### src/rtl/mix_state_signature.sv
// mix_state_signature: takes a snapshot of NWORDS state words over a
// valid/ready handshake, folds them one word per cycle into a running
// signature, and presents the signature plus a saturating snapshot count
// over a second valid/ready handshake.
//
// Ports:
//   clk, rst_n        clock and asynchronous active-low reset
//   in_valid/in_ready snapshot handshake (ready only while idle)
//   in_data           packed snapshot, word i at [i*WIDTH +: WIDTH]
//   clear             restart signature/count; honoured only while idle
//   out_valid/out_ready result handshake (valid only in DONE)
//   out_sig           signature after the latest completed snapshot
//   out_count         number of snapshots folded, saturating at 16'hFFFF
module mix_state_signature #(
    parameter int unsigned     WIDTH  = 32,
    parameter int unsigned     NWORDS = 8,
    parameter logic [WIDTH-1:0] SEED  = 32'h0000_0001,
    parameter logic [WIDTH-1:0] K     = 32'h9E37_79B9,
    parameter int unsigned     ROT    = 5
) (
    input  logic                     clk,
    input  logic                     rst_n,
    input  logic                     in_valid,
    output logic                     in_ready,
    input  logic [NWORDS*WIDTH-1:0]  in_data,
    input  logic                     clear,
    output logic                     out_valid,
    input  logic                     out_ready,
    output logic [WIDTH-1:0]         out_sig,
    output logic [15:0]              out_count
);

    localparam int unsigned IDXW = (NWORDS > 1) ? $clog2(NWORDS) : 1;
    localparam int unsigned DW   = NWORDS * WIDTH;
    localparam int unsigned CNTW = 16;

    typedef enum logic [1:0] {
        IDLE = 2'd0,
        FOLD = 2'd1,
        DONE = 2'd2
    } state_e;

    state_e            state_q, state_d;
    logic [WIDTH-1:0]  sig_q, sig_d;
    logic [IDXW-1:0]   idx_q, idx_d;
    logic [CNTW-1:0]   count_q, count_d;
    logic [DW-1:0]     cap_q, cap_d;
    logic              in_ready_q, in_ready_d;
    logic              out_valid_q, out_valid_d;

    logic [WIDTH-1:0]  cur_word;
    logic [WIDTH-1:0]  rot_sig;
    logic [WIDTH-1:0]  fold_sig;

    // Select the captured word addressed by idx without a variable part-select.
    always_comb begin
        cur_word = '0;
        for (int unsigned i = 0; i < NWORDS; i++) begin
            if (idx_q == IDXW'(i)) begin
                cur_word = cap_q[i*WIDTH +: WIDTH];
            end
        end
    end

    // One fold step: rotate, mix in the word, add the constant (mod 2^WIDTH).
    always_comb begin
        rot_sig  = (sig_q << ROT) | (sig_q >> (WIDTH - ROT));
        fold_sig = (rot_sig ^ cur_word) + K;
    end

    // Next-state and next-output logic.
    always_comb begin
        state_d = state_q;
        sig_d   = sig_q;
        idx_d   = idx_q;
        count_d = count_q;
        cap_d   = cap_q;

        unique case (state_q)
            IDLE: begin
                // Clear and accept may coincide; folding then starts from SEED.
                if (clear) begin
                    sig_d   = SEED;
                    count_d = '0;
                end
                if (in_valid) begin
                    cap_d   = in_data;
                    idx_d   = '0;
                    state_d = FOLD;
                end
            end
            FOLD: begin
                sig_d = fold_sig;
                idx_d = idx_q + 1'b1;
                if (idx_q == IDXW'(NWORDS - 1)) begin
                    idx_d   = '0;
                    state_d = DONE;
                    if (count_q != {CNTW{1'b1}}) begin
                        count_d = count_q + 1'b1;
                    end
                end
            end
            DONE: begin
                if (out_ready) begin
                    state_d = IDLE;
                end
            end
            default: state_d = IDLE;
        endcase

        in_ready_d  = (state_d == IDLE);
        out_valid_d = (state_d == DONE);
    end

    // State and output registers.
    always_ff @(posedge clk or negedge rst_n) begin
        if (!rst_n) begin
            state_q     <= IDLE;
            sig_q       <= SEED;
            idx_q       <= '0;
            count_q     <= '0;
            cap_q       <= '0;
            in_ready_q  <= 1'b1;
            out_valid_q <= 1'b0;
        end else begin
            state_q     <= state_d;
            sig_q       <= sig_d;
            idx_q       <= idx_d;
            count_q     <= count_d;
            cap_q       <= cap_d;
            in_ready_q  <= in_ready_d;
            out_valid_q <= out_valid_d;
        end
    end

    assign in_ready  = in_ready_q;
    assign out_valid = out_valid_q;
    assign out_sig   = sig_q;
    assign out_count = count_q;

endmodule
### config.mk
export PLATFORM = sky130hd
export DESIGN_NAME = mix_state_signature
export DESIGN_NICKNAME = d
export VERILOG_FILES = /design/src/rtl/mix_state_signature.sv
export SDC_FILE = /design/constraint.sdc
export NUM_CORES = 1
export LEC_CHECK = 0
export ABC_AREA = 1
export CORE_MARGIN = 2
export CORE_UTILIZATION = 40
export DETAILED_ROUTE_END_ITERATION = 8
export GPL_TIMING_DRIVEN = 0
export HOLD_SLACK_MARGIN = 0.02
export PLACE_DENSITY = 0.63
export SLEW_MARGIN = 20
export SYNTH_ARGS = -nofsm -noshare
export SYNTH_HDL_FRONTEND = slang
export SYNTH_SLANG_ARGS = --single-unit
export TNS_END_PERCENT = 20
### constraint.sdc
create_clock -name clk -period 5.75 [get_ports clk]
set_input_delay 0.575 -clock clk [delete_from_list [all_inputs] [get_ports clk]]
set_output_delay 0.575 -clock clk [all_outputs]
set_load 0.05 [all_outputs]
==> results_dict.tcl <==
set metrics [dict create \
    highest_layer "met4" \
    place_congestion 0.941 \
    cp.required_ns 6.20 \
    synth.largest_area_cell "dfrtp_1" \
    synth_area_um2 17100 \
    tns_ns 0 \
    swShare 0.503 \
    clock_path_buffers 3 \
    max_slew.worst_pin.slew_ns 1.12 \
    p_sw_mw 7.72 \
    via_per_inst 5.05 \
    drt_pass1_iterations 5 \
    fin_nets 2918 \
    powerDensity_nw_per_um2 689 \
    rsz0062_at_grt "no" \
    die_h_um 211 \
    ys_seq_elements 311 \
    start_kind "register" \
    max_slew_margin 0.254 \
    n_fill_cell 4085 \
    wl_met1_mm 27.8 \
    core_um2 42100 \
    die_w_um 211 \
    path_class "reg -> reg" \
    min_period_over_period 0.746 \
    power.clock.fraction 0.160 \
    multi_input_area_um2 7570 \
    syn_to_final_growth_pct 30.2 \
    insertion_delay_ns 0.57 \
    status "completed" \
    synthFlopType "dfrtp_1" \
    yosysTopAreaCellShare 0.451 \
    clock_skew_ns 0.0202 \
    synth-seq-area-share 0.455 \
    io_pins 311 \
    p_leak_nw 11.0 \
    grt_overflow 0 \
    dr_wl_met3_mm 4.72 \
    drt_iter0_drc 1285 \
    fin_area_um2 22300 \
    critPathMaxFanout 10 \
    fp.dieArea_um2 44500 \
    numPortBuffers 310 \
    ant_nets 0 \
    drive_above_1_share 0.101 \
    post_cts_resized 0 \
    peakVddDrop_uv 220 \
    synthArstFlopShare 1.00 \
    globalRouteTotalUtil 0.278 \
    synth_area_per_cell_um2 7.46 \
    timing.fmax_ghz 0.233 \
    rrSetupSlack_ns 1.46 \
    synth_nets 2566 \
    grt_pass1_vias 15900 \
    slew_violations 0 \
    antenna_found_initial 3 \
    setup_viol 0 \
    place_area_um2 21000 \
    cp.arrival_ns 4.74 \
    postRouteWirelength_mm 61.3 \
    cap_violations 0 \
    register_area_um2 7780 \
    dpl.hpwl_mm 49.0 \
    ys_warn_count 0 \
    p_int_mw 7.64 \
    htreeDepth 2 \
    tritoncts "yes" \
    start_util 0.406 \
    clock-sinks 311 \
    worst_setup_path_end_kind "register" \
    seqPwrFrac 0.247 \
    synth_edf_count 0 \
    place_inst 3149 \
    wl_met2_mm 27.1 \
    grt_pass1_wl_mm 92.4 \
    stdcell_count 3218 \
    cts_root_buf "clkbuf_16" \
    synth.area.top_cells "dfrtp_1 45%, nand2_1 13%, inv_1 7.3%" \
    comb_power_share 0.593 \
    min_path_type "in -> async" \
    min_period_ns 4.29 \
    drc 0 \
    yosysUniqueCellTypes 44 \
    avgRoutedWirePerCell_um 19.1 \
    grt_max_degree 96 \
    cts_made_buffers 36 \
    postCtsSetupRepairBufs 0 \
    finalHoldViolations 0 \
    synthCells 2297 \
    vias 16200 \
    clkTransAtPathRegs_ns 0.06 \
    rows 75 \
]
-- stage by stage --
stage	power [mW]	setup slack, ns	hold slack, ns	util
floorplan	9.76	2.84	0.279	-
global placement	12.7	-9.61	0.480	0.496
detailed placement	12.9	1.66	0.486	0.498
CTS	15.4	1.62	0.498	0.529
global route	16.6	1.20	0.507	0.529
finish	15.4	1.46	0.496	0.529
-- synthesized netlist by cell type (3+ instances only) --
cell      instances
dfrtp_1         309
mux2_2          106
or2_2            14
nand3_1         160
nand4_1           7
inv_1           331
clkbuf_1         57
nor2_1          239
buf_6             7
buf_2            20
a21oi_1         201
buf_1             8
o22ai_1           8
nor3_1           10
o21ai_0          98
clkinv_1          4
nand3b_1          3
o21ai_1          25
inv_2             9
nand2_1         607
nor2_2           10
ha_1              8
nand2_2          25
o211ai_1          3
-- flip-flops by register name, indices dropped and copies added, names as in the netlist --
signal,count
cap_q,256
idx_q,3
out_count,16
state_q,2
out_sig,32
in_ready,1
out_valid,1
-- worst paths after layout --
kind,from,endpoint,cells after the start
max,idx_q[2],out_sig[26],25
min,rst_n,cap_q[111],2
max reg2reg,idx_q[2],out_sig[26],25
min reg2reg,cap_q[224],cap_q[224],1
max in group asynchronous,rst_n,cap_q[245],4
min in group clk,cap_q[224],cap_q[224],1
-- final cells by class --
cell class,instances,area share
buffer,97,0.0213
multi-input combinational,1544,0.340
clock buffer,55,0.0491
inverter,345,0.0582
antenna,3,0.000337
clock inverter,10,0.00836
tap,539,0.0303
sequential,311,0.349
timing repair buffer,314,0.144
-- worst max-delay path, cell delays in order (launching register included) --
cell and delay, ns:
dfrtp_1 0.56, inv_4 0.14, ha_1 0.36, inv_2 0.19
clkbuf_2 0.22, buf_2 0.30, o21ai_0 0.15, inv_1 0.07
nand2_1 0.07, nand2_1 0.09, nand2_1 0.07, nand2_1 0.06
nand2_1 0.05, nand2_1 0.10, nand3b_1 0.08, nand2_1 0.17
ha_1 0.20, nand3_1 0.11, nand2_2 0.14, nor2_1 0.06
o21ai_1 0.44, nand3_1 0.24, nand2_1 0.12, nand2_1 0.05
nand3_1 0.07, nand2_1 0.05
-- layout by cell type, fill, tap and decap left out, types with 9 or more instances in the layout --
| master | netlist | routed |
|---|---|---|
| nand2_1 | 607 | 607 |
| inv_1 | 331 | 331 |
| dfrtp_1 | 309 | 309 |
| clkdlybuf4s50_1 | 0 | 309 |
| nor2_1 | 239 | 239 |
| a21oi_1 | 201 | 201 |
| nand3_1 | 160 | 160 |
| mux2_2 | 106 | 106 |
| o21ai_0 | 98 | 98 |
| clkbuf_1 | 57 | 64 |
| clkbuf_16 | 0 | 37 |
| nand2_2 | 25 | 25 |
| o21ai_1 | 25 | 25 |
| buf_2 | 20 | 20 |
| or2_2 | 14 | 14 |
| nor2_2 | 10 | 10 |
| nor3_1 | 10 | 10 |
| clkbuf_8 | 0 | 10 |
| inv_2 | 9 | 9 |
-- per-layer routing --
| metal | vias up | global-route usage |
|---|---|---|
| met4 | 0 | 0.0867 |
| met5 | - | 0 |
| met2 | 550 | 0.430 |
| met1 | 7688 | 0.394 |
| li1 | 7921 | - |
| met3 | 87 | 0.0566 |
-- cells by family after synthesis --
kind of cell	count (synthesis)	synth area share
fa+ha+maj	8	0.00584
xor+xnor	3	0.00153
mux	106	0.0697
compound gates	341	0.102
flops	311	0.455
simple gates	1086	0.263
buf+inv	442	0.103
-- power groups by stage --
stage,logic (mW),clock network [mW],registers (mW)
final,9.10,2.46,3.80
after global routing,10.2,2.59,3.90
after CTS,9.08,2.50,3.80
after detailed placement,9.03,0,3.83
after global placement,8.90,0,3.82
after floorplan,5.69,0,4.08
-- what timing repair did --
action                     CTS  global route
hold endpoints to repair    43             0
setup endpoints to repair    0             0
hold buffers                 1             0
Power figures use the tool's default switching activity.
